<file path="src/rtl/pipe_stage_4_mem_pkg.sv">
// Shared definitions for the MEM pipeline stage: control-word bit map, condition
// and size codes, FSM states and flag positions.
package pipe_pkg;

  localparam int M_RD      = 0;
  localparam int M_WR      = 1;
  localparam int M_BR      = 2;
  localparam int M_JMP     = 3;
  localparam int M_POP     = 4;
  localparam int M_COND_LO = 5;
  localparam int M_COND_HI = 7;
  localparam int M_SIZE_LO = 8;
  localparam int M_SIZE_HI = 9;
  localparam int M_SEXT    = 10;

  localparam int F_C = 3;
  localparam int F_V = 2;
  localparam int F_N = 1;
  localparam int F_Z = 0;

  typedef enum logic [2:0] {
    COND_EQ = 3'd0,
    COND_NE = 3'd1,
    COND_LT = 3'd2,
    COND_GE = 3'd3,
    COND_CS = 3'd4,
    COND_CC = 3'd5,
    COND_AL = 3'd6,
    COND_NV = 3'd7
  } cond_e;

  typedef enum logic [1:0] {
    SZ_W = 2'd0,
    SZ_H = 2'd1,
    SZ_B = 2'd2
  } size_e;

  typedef enum logic {
    ST_IDLE = 1'b0,
    ST_WAIT = 1'b1
  } state_e;

  typedef enum logic [1:0] {
    PC_SEQ = 2'd0,
    PC_BR  = 2'd1,
    PC_JMP = 2'd2
  } pc_sel_e;

  function automatic logic cond_eval(input logic [2:0] cond, input logic [3:0] flags);
    logic r;
    case (cond_e'(cond))
      COND_EQ: r = flags[F_Z];
      COND_NE: r = ~flags[F_Z];
      COND_LT: r = flags[F_N] ^ flags[F_V];
      COND_GE: r = ~(flags[F_N] ^ flags[F_V]);
      COND_CS: r = flags[F_C];
      COND_CC: r = ~flags[F_C];
      COND_AL: r = 1'b1;
      default: r = 1'b0;
    endcase
    return r;
  endfunction

endpackage

</file>
<file path="src/rtl/pipe_stage_4_mem_if.sv">
// Data-memory request/acknowledge bus between the MEM stage (master) and the data memory (slave).
interface pipe_stage_4_mem_if #(
  parameter int AW = 32
) ();

  logic          dmem_req;
  logic          dmem_we;
  logic [3:0]    dmem_be;
  logic [AW-1:0] dmem_addr;
  logic [31:0]   dmem_wdata;
  logic [31:0]   dmem_rdata;
  logic          dmem_ack;

  modport master (
    output dmem_req,
    output dmem_we,
    output dmem_be,
    output dmem_addr,
    output dmem_wdata,
    input  dmem_rdata,
    input  dmem_ack
  );

  modport slave (
    input  dmem_req,
    input  dmem_we,
    input  dmem_be,
    input  dmem_addr,
    input  dmem_wdata,
    output dmem_rdata,
    output dmem_ack
  );

endinterface

</file>
<file path="src/rtl/pipe_stage_4_mem_lane_align.sv">
// Byte-lane handling for data-memory accesses: byte enables, store-lane replication,
// load extract/extend and misalignment detection. Purely combinational.
module mem_lane_align
  import pipe_pkg::*;
(
  input  logic        rd,
  input  logic [1:0]  size,
  input  logic        sext,
  input  logic [1:0]  alu_lo,
  input  logic [31:0] st_data,
  input  logic [31:0] ld_raw,
  output logic [3:0]  be,
  output logic [31:0] st_lane,
  output logic [31:0] ld_data,
  output logic        misaligned
);

  logic [7:0]  ld_byte;
  logic [15:0] ld_half;

  always_comb begin
    be         = 4'b1111;
    st_lane    = st_data;
    misaligned = 1'b0;
    ld_byte    = 8'h00;
    ld_half    = 16'h0000;
    ld_data    = ld_raw;
    case (size)
      SZ_H: begin
        be         = alu_lo[1] ? 4'b1100 : 4'b0011;
        st_lane    = {2{st_data[15:0]}};
        misaligned = alu_lo[0];
        ld_half    = ld_raw[{alu_lo[1], 4'b0000} +: 16];
        if (rd) begin
          ld_data = {{16{sext & ld_half[15]}}, ld_half};
        end
      end
      SZ_B: begin
        be      = 4'b0001 << alu_lo;
        st_lane = {4{st_data[7:0]}};
        ld_byte = ld_raw[{alu_lo, 3'b000} +: 8];
        if (rd) begin
          ld_data = {{24{sext & ld_byte[7]}}, ld_byte};
        end
      end
      // word, and the unused size code treated as word
      default: begin
        misaligned = (alu_lo != 2'b00);
      end
    endcase
  end

endmodule

</file>
<file path="src/rtl/pipe_stage_4_mem.sv">
// MEM stage of the 5-stage pipeline: data-memory handshake, branch/jump redirect and the MEM/WB register.
// state   | meaning
// ST_IDLE | nothing outstanding; an aligned rd/wr requests in the same cycle
// ST_WAIT | request issued, waiting for dmem_ack; bus driven from the captured copy
module pipe_stage_4_mem
  import pipe_pkg::*;
#(
  parameter int AW = 32,
  parameter int DW = 32
) (
  input  logic               clk,
  input  logic               rst,
  input  logic [15:0]        EXMEM_M,
  input  logic [3:0]         EXMEM_WB,
  input  logic [31:0]        EXMEM_Baddr,
  input  logic [31:0]        EXMEM_Jaddr,
  input  logic [3:0]         EXMEM_FLAGS,
  input  logic [31:0]        EXMEM_ALU,
  input  logic [DW-1:0]      EXMEM_MData,
  input  logic [4:0]         EXMEM_Waddr,
  pipe_stage_4_mem_if.master dmem,
  output logic [DW-1:0]      M_Data,
  output logic               stall,
  output logic               Flush,
  output logic [1:0]         pc_sel,
  output logic               mem_fault,
  output logic [3:0]         MEMWB_WB,
  output logic [31:0]        MEMWB_ALU,
  output logic [DW-1:0]      MEMWB_MData,
  output logic [4:0]         MEMWB_Waddr
);

  state_e        state_q;
  state_e        state_d;
  pc_sel_e       pc_sel_d;
  logic          rd;
  logic          wr;
  logic          misaligned;
  logic          access;
  logic          req;
  logic          use_hold;
  logic          capture;
  logic          fault_now;
  logic [3:0]    lane_be;
  logic [31:0]   lane_wdata;
  logic [AW-1:0] word_addr;
  logic          hold_we;
  logic [3:0]    hold_be;
  logic [AW-1:0] hold_addr;
  logic [31:0]   hold_wdata;
  logic          unused_in;

  assign rd        = EXMEM_M[M_RD];
  assign wr        = EXMEM_M[M_WR];
  assign word_addr = {EXMEM_ALU[AW-1:2], 2'b00};
  // targets are muxed in IF by pc_sel; the flag-pop bit is consumed by EX
  assign unused_in = ^{EXMEM_Baddr, EXMEM_Jaddr, EXMEM_M[15:11], EXMEM_M[M_POP]};

  mem_lane_align u_align (
    .rd        (rd),
    .size      (EXMEM_M[M_SIZE_HI:M_SIZE_LO]),
    .sext      (EXMEM_M[M_SEXT]),
    .alu_lo    (EXMEM_ALU[1:0]),
    .st_data   (EXMEM_MData),
    .ld_raw    (dmem.dmem_rdata),
    .be        (lane_be),
    .st_lane   (lane_wdata),
    .ld_data   (M_Data),
    .misaligned(misaligned)
  );

  assign access = (rd | wr) & ~misaligned;

  always_ff @(posedge clk or posedge rst) begin
    if (rst) begin
      state_q <= ST_IDLE;
    end else begin
      state_q <= state_d;
    end
  end

  always_comb begin
    state_d = state_q;
    case (state_q)
      ST_IDLE: if (access && !dmem.dmem_ack) state_d = ST_WAIT;
      ST_WAIT: if (dmem.dmem_ack) state_d = ST_IDLE;
      default: state_d = ST_IDLE;
    endcase
  end

  always_comb begin
    req       = 1'b0;
    use_hold  = 1'b0;
    capture   = 1'b0;
    fault_now = 1'b0;
    case (state_q)
      ST_IDLE: begin
        req       = access;
        capture   = access & ~dmem.dmem_ack;
        fault_now = (rd | wr) & misaligned;
      end
      ST_WAIT: begin
        req      = 1'b1;
        use_hold = 1'b1;
      end
      default: ;
    endcase
    // reset drops the request immediately, even mid-access
    if (rst) begin
      req = 1'b0;
    end
  end

  always_ff @(posedge clk or posedge rst) begin
    if (rst) begin
      hold_we    <= 1'b0;
      hold_be    <= 4'h0;
      hold_addr  <= '0;
      hold_wdata <= 32'h0;
    end else if (capture) begin
      hold_we    <= wr;
      hold_be    <= lane_be;
      hold_addr  <= word_addr;
      hold_wdata <= lane_wdata;
    end
  end

  assign dmem.dmem_req   = req;
  assign dmem.dmem_we    = req & (use_hold ? hold_we : wr);
  assign dmem.dmem_be    = use_hold ? hold_be : lane_be;
  assign dmem.dmem_addr  = use_hold ? hold_addr : word_addr;
  assign dmem.dmem_wdata = use_hold ? hold_wdata : lane_wdata;

  assign stall = req & ~dmem.dmem_ack;

  always_comb begin
    pc_sel_d = PC_SEQ;
    if (EXMEM_M[M_JMP]) begin
      pc_sel_d = PC_JMP;
    end else if (EXMEM_M[M_BR] && cond_eval(EXMEM_M[M_COND_HI:M_COND_LO], EXMEM_FLAGS)) begin
      pc_sel_d = PC_BR;
    end
  end

  assign pc_sel = pc_sel_d;
  assign Flush  = (pc_sel_d != PC_SEQ) & ~stall;

  // stalled cycles and faulted accesses both hand a bubble to WB
  always_ff @(posedge clk or posedge rst) begin
    if (rst) begin
      mem_fault   <= 1'b0;
      MEMWB_WB    <= 4'h0;
      MEMWB_ALU   <= 32'h0;
      MEMWB_MData <= '0;
      MEMWB_Waddr <= 5'h0;
    end else begin
      mem_fault <= fault_now;
      if (stall || fault_now) begin
        MEMWB_WB    <= 4'h0;
        MEMWB_ALU   <= 32'h0;
        MEMWB_MData <= '0;
        MEMWB_Waddr <= 5'h0;
      end else begin
        MEMWB_WB    <= EXMEM_WB;
        MEMWB_ALU   <= EXMEM_ALU;
        MEMWB_MData <= M_Data;
        MEMWB_Waddr <= EXMEM_Waddr;
      end
    end
  end

endmodule

</file>
<file path="src/flat_wrapper.sv">
// flat-port wrapper written by rule: the top's interface ports become plain ports
module pipe_stage_4_mem_flat import pipe_pkg::*;
#(
  parameter int AW = 32,
  parameter int DW = 32
)
  (clk, rst, EXMEM_M, EXMEM_WB, EXMEM_Baddr, EXMEM_Jaddr, EXMEM_FLAGS, EXMEM_ALU, EXMEM_MData, EXMEM_Waddr, M_Data, stall, Flush, pc_sel, mem_fault, MEMWB_WB, MEMWB_ALU, MEMWB_MData, MEMWB_Waddr, dmem_dmem_req, dmem_dmem_we, dmem_dmem_be, dmem_dmem_addr, dmem_dmem_wdata, dmem_dmem_rdata, dmem_dmem_ack);
  pipe_stage_4_mem_if #(.AW(AW)) dmem_i ();
  input  logic clk;
  input  logic rst;
  input  logic [15:0] EXMEM_M;
  input  logic [3:0] EXMEM_WB;
  input  logic [31:0] EXMEM_Baddr;
  input  logic [31:0] EXMEM_Jaddr;
  input  logic [3:0] EXMEM_FLAGS;
  input  logic [31:0] EXMEM_ALU;
  input  logic [DW-1:0] EXMEM_MData;
  input  logic [4:0] EXMEM_Waddr;
  output logic [DW-1:0] M_Data;
  output logic stall;
  output logic Flush;
  output logic [1:0] pc_sel;
  output logic mem_fault;
  output logic [3:0] MEMWB_WB;
  output logic [31:0] MEMWB_ALU;
  output logic [DW-1:0] MEMWB_MData;
  output logic [4:0] MEMWB_Waddr;
  output wire logic [$bits(dmem_i.dmem_req)-1:0] dmem_dmem_req;
  output wire logic [$bits(dmem_i.dmem_we)-1:0] dmem_dmem_we;
  output wire logic [$bits(dmem_i.dmem_be)-1:0] dmem_dmem_be;
  output wire logic [$bits(dmem_i.dmem_addr)-1:0] dmem_dmem_addr;
  output wire logic [$bits(dmem_i.dmem_wdata)-1:0] dmem_dmem_wdata;
  input wire logic [$bits(dmem_i.dmem_rdata)-1:0] dmem_dmem_rdata;
  input wire logic [$bits(dmem_i.dmem_ack)-1:0] dmem_dmem_ack;
  assign dmem_dmem_req = dmem_i.dmem_req;
  assign dmem_dmem_we = dmem_i.dmem_we;
  assign dmem_dmem_be = dmem_i.dmem_be;
  assign dmem_dmem_addr = dmem_i.dmem_addr;
  assign dmem_dmem_wdata = dmem_i.dmem_wdata;
  assign dmem_i.dmem_rdata = dmem_dmem_rdata;
  assign dmem_i.dmem_ack = dmem_dmem_ack;
  pipe_stage_4_mem #(.AW(AW), .DW(DW)) u_core (.clk(clk), .rst(rst), .EXMEM_M(EXMEM_M), .EXMEM_WB(EXMEM_WB), .EXMEM_Baddr(EXMEM_Baddr), .EXMEM_Jaddr(EXMEM_Jaddr), .EXMEM_FLAGS(EXMEM_FLAGS), .EXMEM_ALU(EXMEM_ALU), .EXMEM_MData(EXMEM_MData), .EXMEM_Waddr(EXMEM_Waddr), .dmem(dmem_i), .M_Data(M_Data), .stall(stall), .Flush(Flush), .pc_sel(pc_sel), .mem_fault(mem_fault), .MEMWB_WB(MEMWB_WB), .MEMWB_ALU(MEMWB_ALU), .MEMWB_MData(MEMWB_MData), .MEMWB_Waddr(MEMWB_Waddr));
endmodule
</file>
<file path="config.mk">
export PLATFORM = sky130hd
export DESIGN_NAME = pipe_stage_4_mem_flat
export DESIGN_NICKNAME = d
export VERILOG_FILES = /design/src/rtl/pipe_stage_4_mem_pkg.sv /design/src/rtl/pipe_stage_4_mem_if.sv /design/src/rtl/pipe_stage_4_mem_lane_align.sv /design/src/rtl/pipe_stage_4_mem.sv /design/src/flat_wrapper.sv
export SDC_FILE = /design/constraint.sdc
export NUM_CORES = 1
export LEC_CHECK = 0
export ABC_AREA = 1
export CAP_MARGIN = 10
export CORE_UTILIZATION = 35
export DETAILED_ROUTE_END_ITERATION = 16
export DONT_BUFFER_PORTS = 1
export GPL_TIMING_DRIVEN = 0
export PLACE_DENSITY = 0.54
export SLEW_MARGIN = 10
export SYNTH_ARGS = -nofsm -noshare
export SYNTH_HDL_FRONTEND = slang
export SYNTH_SLANG_ARGS = --single-unit
</file>
<file path="constraint.sdc">
create_clock -name clk -period 11.4 [get_ports clk]
set_input_delay 0.57 -clock clk [delete_from_list [all_inputs] [get_ports clk]]
set_output_delay 0.57 -clock clk [all_outputs]
set_load 0.02 [all_outputs]
</file>
==> key figures, run 1 <==
Die
  • I/O pin count: 372
  • Core region area: 20,500 µm²
  • Die area: 21,800 µm²
  • DIE HEIGHT: 148 µm
  • Chip Width: 148 µm
  • Num rows: 52
  • Initial Util: 36.2%

Logic synthesis
  • Main synth FF type: dfrtp_1
  • Register area share after synthesis: 48.0%
  • EDFF count, synth: 0
  • Mapped Area: 7410 µm²
  • Post-synth ARST share: 100%
  • Post-synthesis cell count: 1,020
  • Yosys top cell area share: 48.0%
  • Top-count cell post-synth: nand2_1
  • Leading cell types by count after synthesis: 246 x nand2_1, 163 x o21ai_0, 148 x inv_1
  • Yosys warning count: 0
  • FF+latch count, synth: 142
  • Syn Area/Cell: 7.26 µm²
  • Unique masters post-synth: 25
  • Synth area leaders: dfrtp_1 48%, nand2_1 12%, o21ai_0 11%, inv_1 7.5%, nor2_1 6.4%
  • Area leader, netlist: dfrtp_1

Clock tree
  • Cts bufs inserted: 17
  • # hold bufs at CTS: 1
  • Cells resized by post-CTS repair: 0
  • H-tree Lvls: 4
  • Clock latency on the worst-skew pair: 440 ps
  • Root buf cell: clkbuf_16
  • Clk buf depth: 2
  • Clock Pin Slew Worst Setup and Hold Paths: 70 ps
  • Post-CTS repair timing setup buffer count: 0
  • Clk sinks: 142
  • TritonCTS clock tree: built

Global route
  • Initial antenna violation count: 0
  • Global-route usage over all layers: 22.9%
  • GR Overflow Total: 0
  • First-pass GRT wire length: 38,000 µm
  • Largest net degree at the start of global routing: 111
  • Vias in the first global route: 6,499

STA
  • Max-slew headroom: 34.1%
  • Final slew viol count: 0
  • Min cycle time layout: 3290 ps
  • Fin worst setup slack: 8110 ps
  • Worst-Margin Slew: 979 ps
  • Final setup TNS: 0 ps
  • Unrepaired setup endpoints after global routing: false
  • Final setup fails: 0
  • Tcrit/Tclk final: 28.9%
  • Max Clock Freq: 304 MHz
  • Hold Fails Final Rpt: 0
  • Worst Skew: 15.5 ps

Layout
  • Share of post-route cells with drive strength above 1: 8.06%
  • Syn-to-layout area delta: 12.9%
  • Diode count: 0
  • Storage element area: 3550 µm²
  • Final net count: 1,236
  • Multi-input gate area: 2930 µm²
  • Filler cells: 2,151
  • Layout Cells excl Fill: 1,325

Placed design
  • Number of port buffers: 0
  • Worst Setup Slack post-DPL: 8070 ps
  • Placed cells: 1,292
  • GPL Wtd Cong: 0.852
  • Dpl hpwl: 18,400 µm

Drt
  • Initial DRC Count: 396
  • DRT Pass-1 Iters: 5
  • DR vias/cell: 5.04
  • DRC viols: 0
  • Routed length per instance: 18.6 µm
  • Via count: 6,680
  • Wirelength, routed: 24,600 µm
  • Post-route ant nets: 0

Power
  • PwrDens: 198 nW/µm²
  • Lkg Pwr: 0.00435 µW
  • Peak supply drop: 0.0000869 V

Critical path
  • Startpoint Class: input port
  • Worst Path Arrival: 2720 ps
  • Crit-path max FO: 10
  • Crit path required time: 10,830 ps
  • Critical path class: input port to output port
  • Crit end category: output port

Flow run
  • # Max-Cap Violations: 0

Status
  • Status: completed

Worst hold path
  • Hold/Removal Path Class: input port to flop
## layout by cell type (no fill, tap or decap), drive strengths merged, types with 3 or more instances in the layout
cell type  Yosys  routed
buf           36      37
nor2         127     127
o21ai        171     171
o31ai          3       3
clkinvlp       0       3
dfrtp        142     142
inv          152     161
clkbuf        28      45
nand2        253     253
a21oi         37      37
clkinv         0       3
nand3         64      64
## final timing paths
path / start / end / slack [ps] / cells after the start
max: EXMEM_M[8] / dmem_dmem_wdata[12] / 8110 / 9
min: EXMEM_WB[1] / u_core.MEMWB_WB[1] / 240 / 2
max reg2reg: u_core.state_q / u_core.MEMWB_ALU[1] / 9700 / 7
min reg2reg: u_core.hold_addr[7] / u_core.hold_addr[7] / 490 / 2
max in group asynchronous: rst / u_core.MEMWB_MData[13] / 9950 / 3
min in group asynchronous: rst / u_core.MEMWB_ALU[30] / 630 / 2
## registers in the layout (all words and copies together), names as in the netlist
name / count
u_core.state_q: 1
u_core.hold_addr: 30
u_core.MEMWB_ALU: 32
u_core.mem_fault: 1
u_core.hold_wdata: 32
u_core.MEMWB_Waddr: 5
u_core.hold_we: 1
u_core.MEMWB_MData: 32
u_core.hold_be: 4
u_core.MEMWB_WB: 4
## power breakdown
group	leakage (µW)	internal, µW	switching [µW]	total [µW]
clock network	0.000273	290	263	553
registers	0.00179	607	95.9	703
logic	0.00229	100	298	399
## through the flow
step,instance area (µm²),utilization [%],hold slack (ps),total power (µW)
after floorplan,7410,-,453,1010
after global placement,7750,37.8,465,1110
after detailed placement,7790,38.0,414,1110
after CTS,8370,40.8,225,1670
after global routing,8370,40.8,232,1750
final,8370,40.8,239,1650
## layer usage
layer	vias up	track usage [%]	part of all wire, %
met5	-	0	0
met4	0	8.09	2.5
met3	32	7.04	8.3
met2	295	37.8	48
met1	3156	28.4	41
li1	3197	-	-
## logic make-up after synthesis
family	count (synthesis)	share of synthesized area [%]
buffers and inverters	216	12.6
other	1	0.0506
AO/OA/AOI/OAI	211	14.5
flip-flops	142	48.0
adder cells (fa/ha/maj)	2	0.338
AND/OR/NAND/NOR	448	24.6
## cell type report
type	instances	area share [%]
repair buffers	2	0.449
flip-flops and latches	142	42.5
plain buffers	64	4.34
clock buffers	17	5.08
clock inverters	15	1.75
multi-input cells	663	35.0
well taps	270	4.04
inverters	152	6.91
## worst max-delay path, cell delays in order
cell and delay [ps]:
inv_1 20, ha_1 270, buf_4 170, inv_2 140, clkbuf_1 430, nand3_1 120
o21ai_0 160, a21oi_1 110, o21ai_0 730
No activity file was read; power rests on OpenSTA's default activity.
==> run 2: changes to the inputs <==
==> constraint.sdc (replaced) <==
create_clock -name clk -period 3.2 [get_ports clk]
set_input_delay 0.16 -clock clk [delete_from_list [all_inputs] [get_ports clk]]
set_output_delay 0.16 -clock clk [all_outputs]
set_load 0.02 [all_outputs]
==> key figures, run 2 (synthesized netlist as in run 1, its figures left out) <==
Drt
  • Initial DRC Count: 432
  • Wirelength, routed: 25,200 µm
  • DRC viols: 0
  • DRT Pass-1 Iters: 7
  • DR vias/cell: 4.98
  • Via count: 7,018
  • Post-route ant nets: 0
  • Routed length per instance: 17.9 µm

Worst hold path
  • Hold/Removal Path Class: input port to flop

Critical path
  • Critical-path top delay cell: o21ai_0
  • Most frequent cell on the critical path: o21ai_0
  • Crit path required time: 3040 ps
  • Worst-path cell chain: inv_1 > ha_1 > buf_4 > inv_2 > clkbuf_1 > nand3_1 > o21ai_0 > a21oi_1 > o21ai_0
  • Startpoint Class: input port
  • Worst Path Arrival: 2450 ps
  • Crit-path max FO: 10
  • Crit end category: output port
  • Critical path class: input port to output port
  • CP peak stage delay: 760 ps

Power
  • Reg power frac: 41.0%
  • Power after layout: 6110 µW
  • Peak supply drop: 0.000310 V
  • Clock power frac: 34.2%
  • Sw Ratio: 37.9%
  • Pint: 3800 µW
  • Switching power: 2320 µW
  • Lkg Pwr: 0.00474 µW
  • PwrDens: 659 nW/µm²
  • Logic pwr share: 24.8%

STA
  • Max-slew headroom: 38.0%
  • Final setup fails: 0
  • Min cycle time layout: 2610 ps
  • Tcrit/Tclk final: 81.5%
  • Fin worst setup slack: 593 ps
  • Hold Fails Final Rpt: 0
  • Worst Skew: 9.14 ps
  • Max Clock Freq: 384 MHz
  • Final slew viol count: 0
  • Unrepaired setup endpoints after global routing: false
  • Worst-Margin Slew: 920 ps

Die
  • Core region area: 20,500 µm²
  • Initial Util: 36.2%
  • Die area: 21,800 µm²
  • I/O pin count: 372
  • DIE HEIGHT: 148 µm
  • Num rows: 52
  • Chip Width: 148 µm

Layout
  • Syn-to-layout area delta: 25.2%
  • Diode count: 0
  • Filler cells: 2,112
  • Top flop regs: u_core.MEMWB_ALU (32), u_core.MEMWB_MData (32), u_core.hold_wdata (32)
  • Share of post-route cells with drive strength above 1: 7.73%
  • Commonest non-fill, non-tap cells in the layout: 246 x nand2_1, 163 x o21ai_0, 147 x inv_1
  • Final net count: 1,320
  • Most common cell after layout, fill and taps aside: nand2_1

Placed design
  • Number of port buffers: 0
  • Worst Setup Slack post-DPL: 620 ps
  • GPL Wtd Cong: 0.894
  • Dpl hpwl: 18,700 µm

Status
  • Status: completed

Global route
  • First-pass GRT wire length: 39,000 µm
  • Initial antenna violation count: 0
  • Largest net degree at the start of global routing: 38
  • GR Overflow Total: 0
  • Global-route usage over all layers: 23.4%
  • Vias in the first global route: 6,951

Clock tree
  • H-tree Lvls: 4
  • Clock Pin Slew Worst Setup and Hold Paths: 70 ps
  • Cells resized by post-CTS repair: 0
  • # hold bufs at CTS: 82
  • Clk sinks: 142
  • Post-CTS repair timing setup buffer count: 0
  • Root buf cell: clkbuf_16
  • Cts bufs inserted: 17
  • TritonCTS clock tree: built
  • Clk buf depth: 2
  • Clock latency on the worst-skew pair: 420 ps

Flow run
  • # Max-Cap Violations: 0
run 2: cell types whose count changed in the layout (fill, tap and decap cells not counted), sizes merged:
| cell | previous run | this run |
|---|---|---|
| bufinv | 0 | 2 |
| clkinv | 3 | 4 |
| clkbuf | 45 | 46 |
| inv | 161 | 158 |
| clkinvlp | 3 | 2 |
| dlygate4sd3 | 1 | 82 |
| buf | 37 | 40 |
run 2: worst paths after layout:
check                                     start                    end  slack (ps)  cells after the start
max reg2reg                      u_core.state_q    u_core.MEMWB_ALU[1]        1510                      7
min                          dmem_dmem_rdata[5]  u_core.MEMWB_MData[5]          10                      4
max                                  EXMEM_M[8]     dmem_dmem_wdata[9]         590                      9
max in group asynchronous                   rst   u_core.MEMWB_ALU[20]        1870                      5
min in group asynchronous                   rst      u_core.hold_be[2]         330                      2
min reg2reg                u_core.hold_addr[24]   u_core.hold_addr[24]         490                      2
run 2: critical path: cells and delay by family:
kind | cells | cell delay, ps
fa+ha+maj | 1 | 270
compound gates | 3 | 1120
simple gates | 1 | 110
buf+inv | 4 | 780
run 2: power by group through the flow:
stage	sequential (µW)	combinational (µW)	clock, µW
after floorplan	2490	1110	0
after global placement	2530	1420	0
after detailed placement	2530	1450	0
after CTS	2500	1530	2130
after global routing	2550	1690	2210
final	2510	1510	2090
run 2: area by class of cell:
class                      instances  area [µm²]  area share [%]
buffer                            64         363            3.91
clock buffer                      18         439            4.73
clock inverter                    14         175            1.89
inverter                         152         574            6.19
multi-input combinational        663        2930            31.5
sequential                       142        3550            38.3
tap                              270         338            3.64
timing repair buffer              86         908            9.79
run 2: stage by stage:
step / setup TNS [ps] / area, µm² / std cells / util [%] / hold slack [ps]
after global placement: -70910 / 7750 / 1291 / 37.8 / 268
after floorplan: 0 / 7420 / 1021 / - / 266
after global routing: 0 / 9280 / 1409 / 45.3 / 10.6
after detailed placement: 0 / 7840 / 1295 / 38.3 / 158
after CTS: 0 / 9280 / 1409 / 45.3 / 0.0547
final: 0 / 9280 / 1409 / 45.3 / 12.0
run 2: per-layer routing:
metal	wire [µm]	share of wire, %	GRT usage, %	up-vias
li1	-	-	-	3378
met1	10400	42	28.8	3299
met2	12000	48	38.4	299
met3	2080	8.3	6.88	42
met4	635	2.5	8.97	0
met5	0	0	0	-
==> run 3: changes to the inputs <==
==> constraint.sdc (replaced) <==
create_clock -name clk -period 2.67 [get_ports clk]
set_input_delay 0.1335 -clock clk [delete_from_list [all_inputs] [get_ports clk]]
set_output_delay 0.1335 -clock clk [all_outputs]
set_load 0.02 [all_outputs]
==> key figures, run 3 (synthesized netlist as in run 1, its figures left out) <==
Status
  • Status: completed

Layout
  • Top flop regs: u_core.MEMWB_ALU (32), u_core.MEMWB_MData (32), u_core.hold_wdata (32)
  • Filler cells: 2,102
  • Storage element area: 3550 µm²
  • Diode count: 0
  • Syn-to-layout area delta: 25.9%
  • Multi-input gate area: 2930 µm²
  • Commonest non-fill, non-tap cells in the layout: 246 x nand2_1, 163 x o21ai_0, 147 x inv_1
  • Final net count: 1,328
  • Share of post-route cells with drive strength above 1: 7.67%
  • Post-Layout Inst Area: 9330 µm²
  • Most common cell after layout, fill and taps aside: nand2_1

Critical path
  • Crit end category: output port
  • Worst Path Arrival: 2340 ps
  • Crit path required time: 2540 ps
  • Crit-path max FO: 10
  • Startpoint Class: input port
  • Critical path class: input port to output port

Clock tree
  • Clock latency on the worst-skew pair: 430 ps
  • Root buf cell: clkbuf_16
  • Clk buf depth: 2
  • Post-CTS repair timing setup buffer count: 0
  • Clk sinks: 142
  • Clock Pin Slew Worst Setup and Hold Paths: 70 ps
  • Cts bufs inserted: 17
  • H-tree Lvls: 4
  • TritonCTS clock tree: built

Drt
  • Via count: 7,127
  • Post-route ant nets: 0
  • Initial DRC Count: 333
  • DRT Pass-1 Iters: 5
  • Routed length per instance: 18.2 µm
  • Wirelength, routed: 25,800 µm
  • DRC viols: 0
  • DR vias/cell: 5.03

Die
  • I/O pin count: 372
  • Core region area: 20,500 µm²
  • Initial Util: 36.2%
  • DIE HEIGHT: 148 µm
  • Die area: 21,800 µm²
  • Chip Width: 148 µm
  • Num rows: 52

Placed design
  • GPL Wtd Cong: 0.874
  • Dpl hpwl: 18,900 µm
  • Worst Setup Slack post-DPL: 231 ps
  • Number of port buffers: 0
  • DP Area: 7840 µm²

STA
  • Worst-Margin Slew: 918 ps
  • Tcrit/Tclk final: 92.5%
  • Final slew viol count: 0
  • Min cycle time layout: 2470 ps
  • Max-slew headroom: 38.2%
  • Unrepaired setup endpoints after global routing: false
  • Max Clock Freq: 405 MHz
  • Final setup fails: 0
  • Fin worst setup slack: 201 ps
  • Hold Fails Final Rpt: 0
  • Worst Skew: 10.9 ps

Global route
  • First-pass GRT wire length: 39,800 µm
  • Initial antenna violation count: 0
  • Largest net degree at the start of global routing: 38
  • Vias in the first global route: 6,900
  • GR Overflow Total: 0
  • Global-route usage over all layers: 23.9%

Flow run
  • # Max-Cap Violations: 0

Power
  • Lkg Pwr: 0.00475 µW
  • Peak supply drop: 0.000323 V
  • PwrDens: 782 nW/µm²
  • Power after layout: 7290 µW

Worst hold path
  • Hold/Removal Path Class: input port to flop
[run 3: cell count changes in the layout (fill, tap and decap cells not counted), sizes merged]
cell         delta
bufinv          -1
clkbuf          -1
inv             +4
dlygate4sd3     +8
clkinv          -2
[run 3: critical path, cell delays in order]
cell,delay [ps]
inv_1,20
ha_1,270
buf_4,180
inv_2,150
clkbuf_1,450
nand3_1,120
o21ai_0,130
a21oi_1,110
o21ai_0,770
[run 3: worst paths after layout]
check | cells past startpoint | slack [ps] | start | to
max | 9 | 200 | EXMEM_M[8] | dmem_dmem_wdata[26]
min | 4 | 20 | dmem_dmem_rdata[31] | u_core.MEMWB_MData[31]
max reg2reg | 7 | 960 | u_core.state_q | u_core.MEMWB_ALU[1]
min reg2reg | 2 | 480 | u_core.hold_addr[31] | u_core.hold_addr[31]
max in group asynchronous | 4 | 1610 | rst | u_core.MEMWB_Waddr[4]
min in group asynchronous | 2 | 300 | rst | u_core.MEMWB_ALU[31]
[run 3: metrics by stage]
| stage | TNS [ps] | util (%) | instances | hold WS (ps) |
|---|---|---|---|---|
| floorplan | -16400 | - | 1021 | 240 |
| global placement | -132300 | 37.8 | 1291 | 242 |
| detailed placement | 0 | 38.2 | 1295 | 137 |
| CTS | 0 | 45.5 | 1417 | 2.66 |
| global route | 0 | 45.5 | 1417 | 33.9 |
| finish | 0 | 45.5 | 1417 | 17.3 |
[run 3: power breakdown]
group | internal, µW | switching, µW | leakage (µW)
Clock | 1340 | 1110 | 0.000292
Combinational | 522 | 1310 | 0.00267
Sequential | 2590 | 415 | 0.00179
Total | 4450 | 2840 | 0.00475
[run 3: area by class of cell]
class                           instances  share of cell area [%]
Sequential cell                       142                    38.1
Multi-Input combinational cell        663                    31.4
Timing Repair Buffer                   94                    10.5
Inverter                              152                    6.16
Clock buffer                           17                    4.56
Buffer                                 64                    3.89
Tap cell                              270                    3.62
Clock inverter                         15                    1.80
[run 3: timing repair]
item                                   4_1_cts  5_1_grt
endpoints found under the hold margin      143        0
hold buffers                                90        0
gates resized for setup                      0        0
[run 3: layer usage]
layer | global-route usage [%] | up-vias | routed length [µm]
li1 | - | 3392 | -
met3 | 8.43 | 34 | 2280
met2 | 39.0 | 325 | 12400
met1 | 29.7 | 3376 | 10700
met4 | 6.70 | 0 | 444
met5 | 0 | - | 0
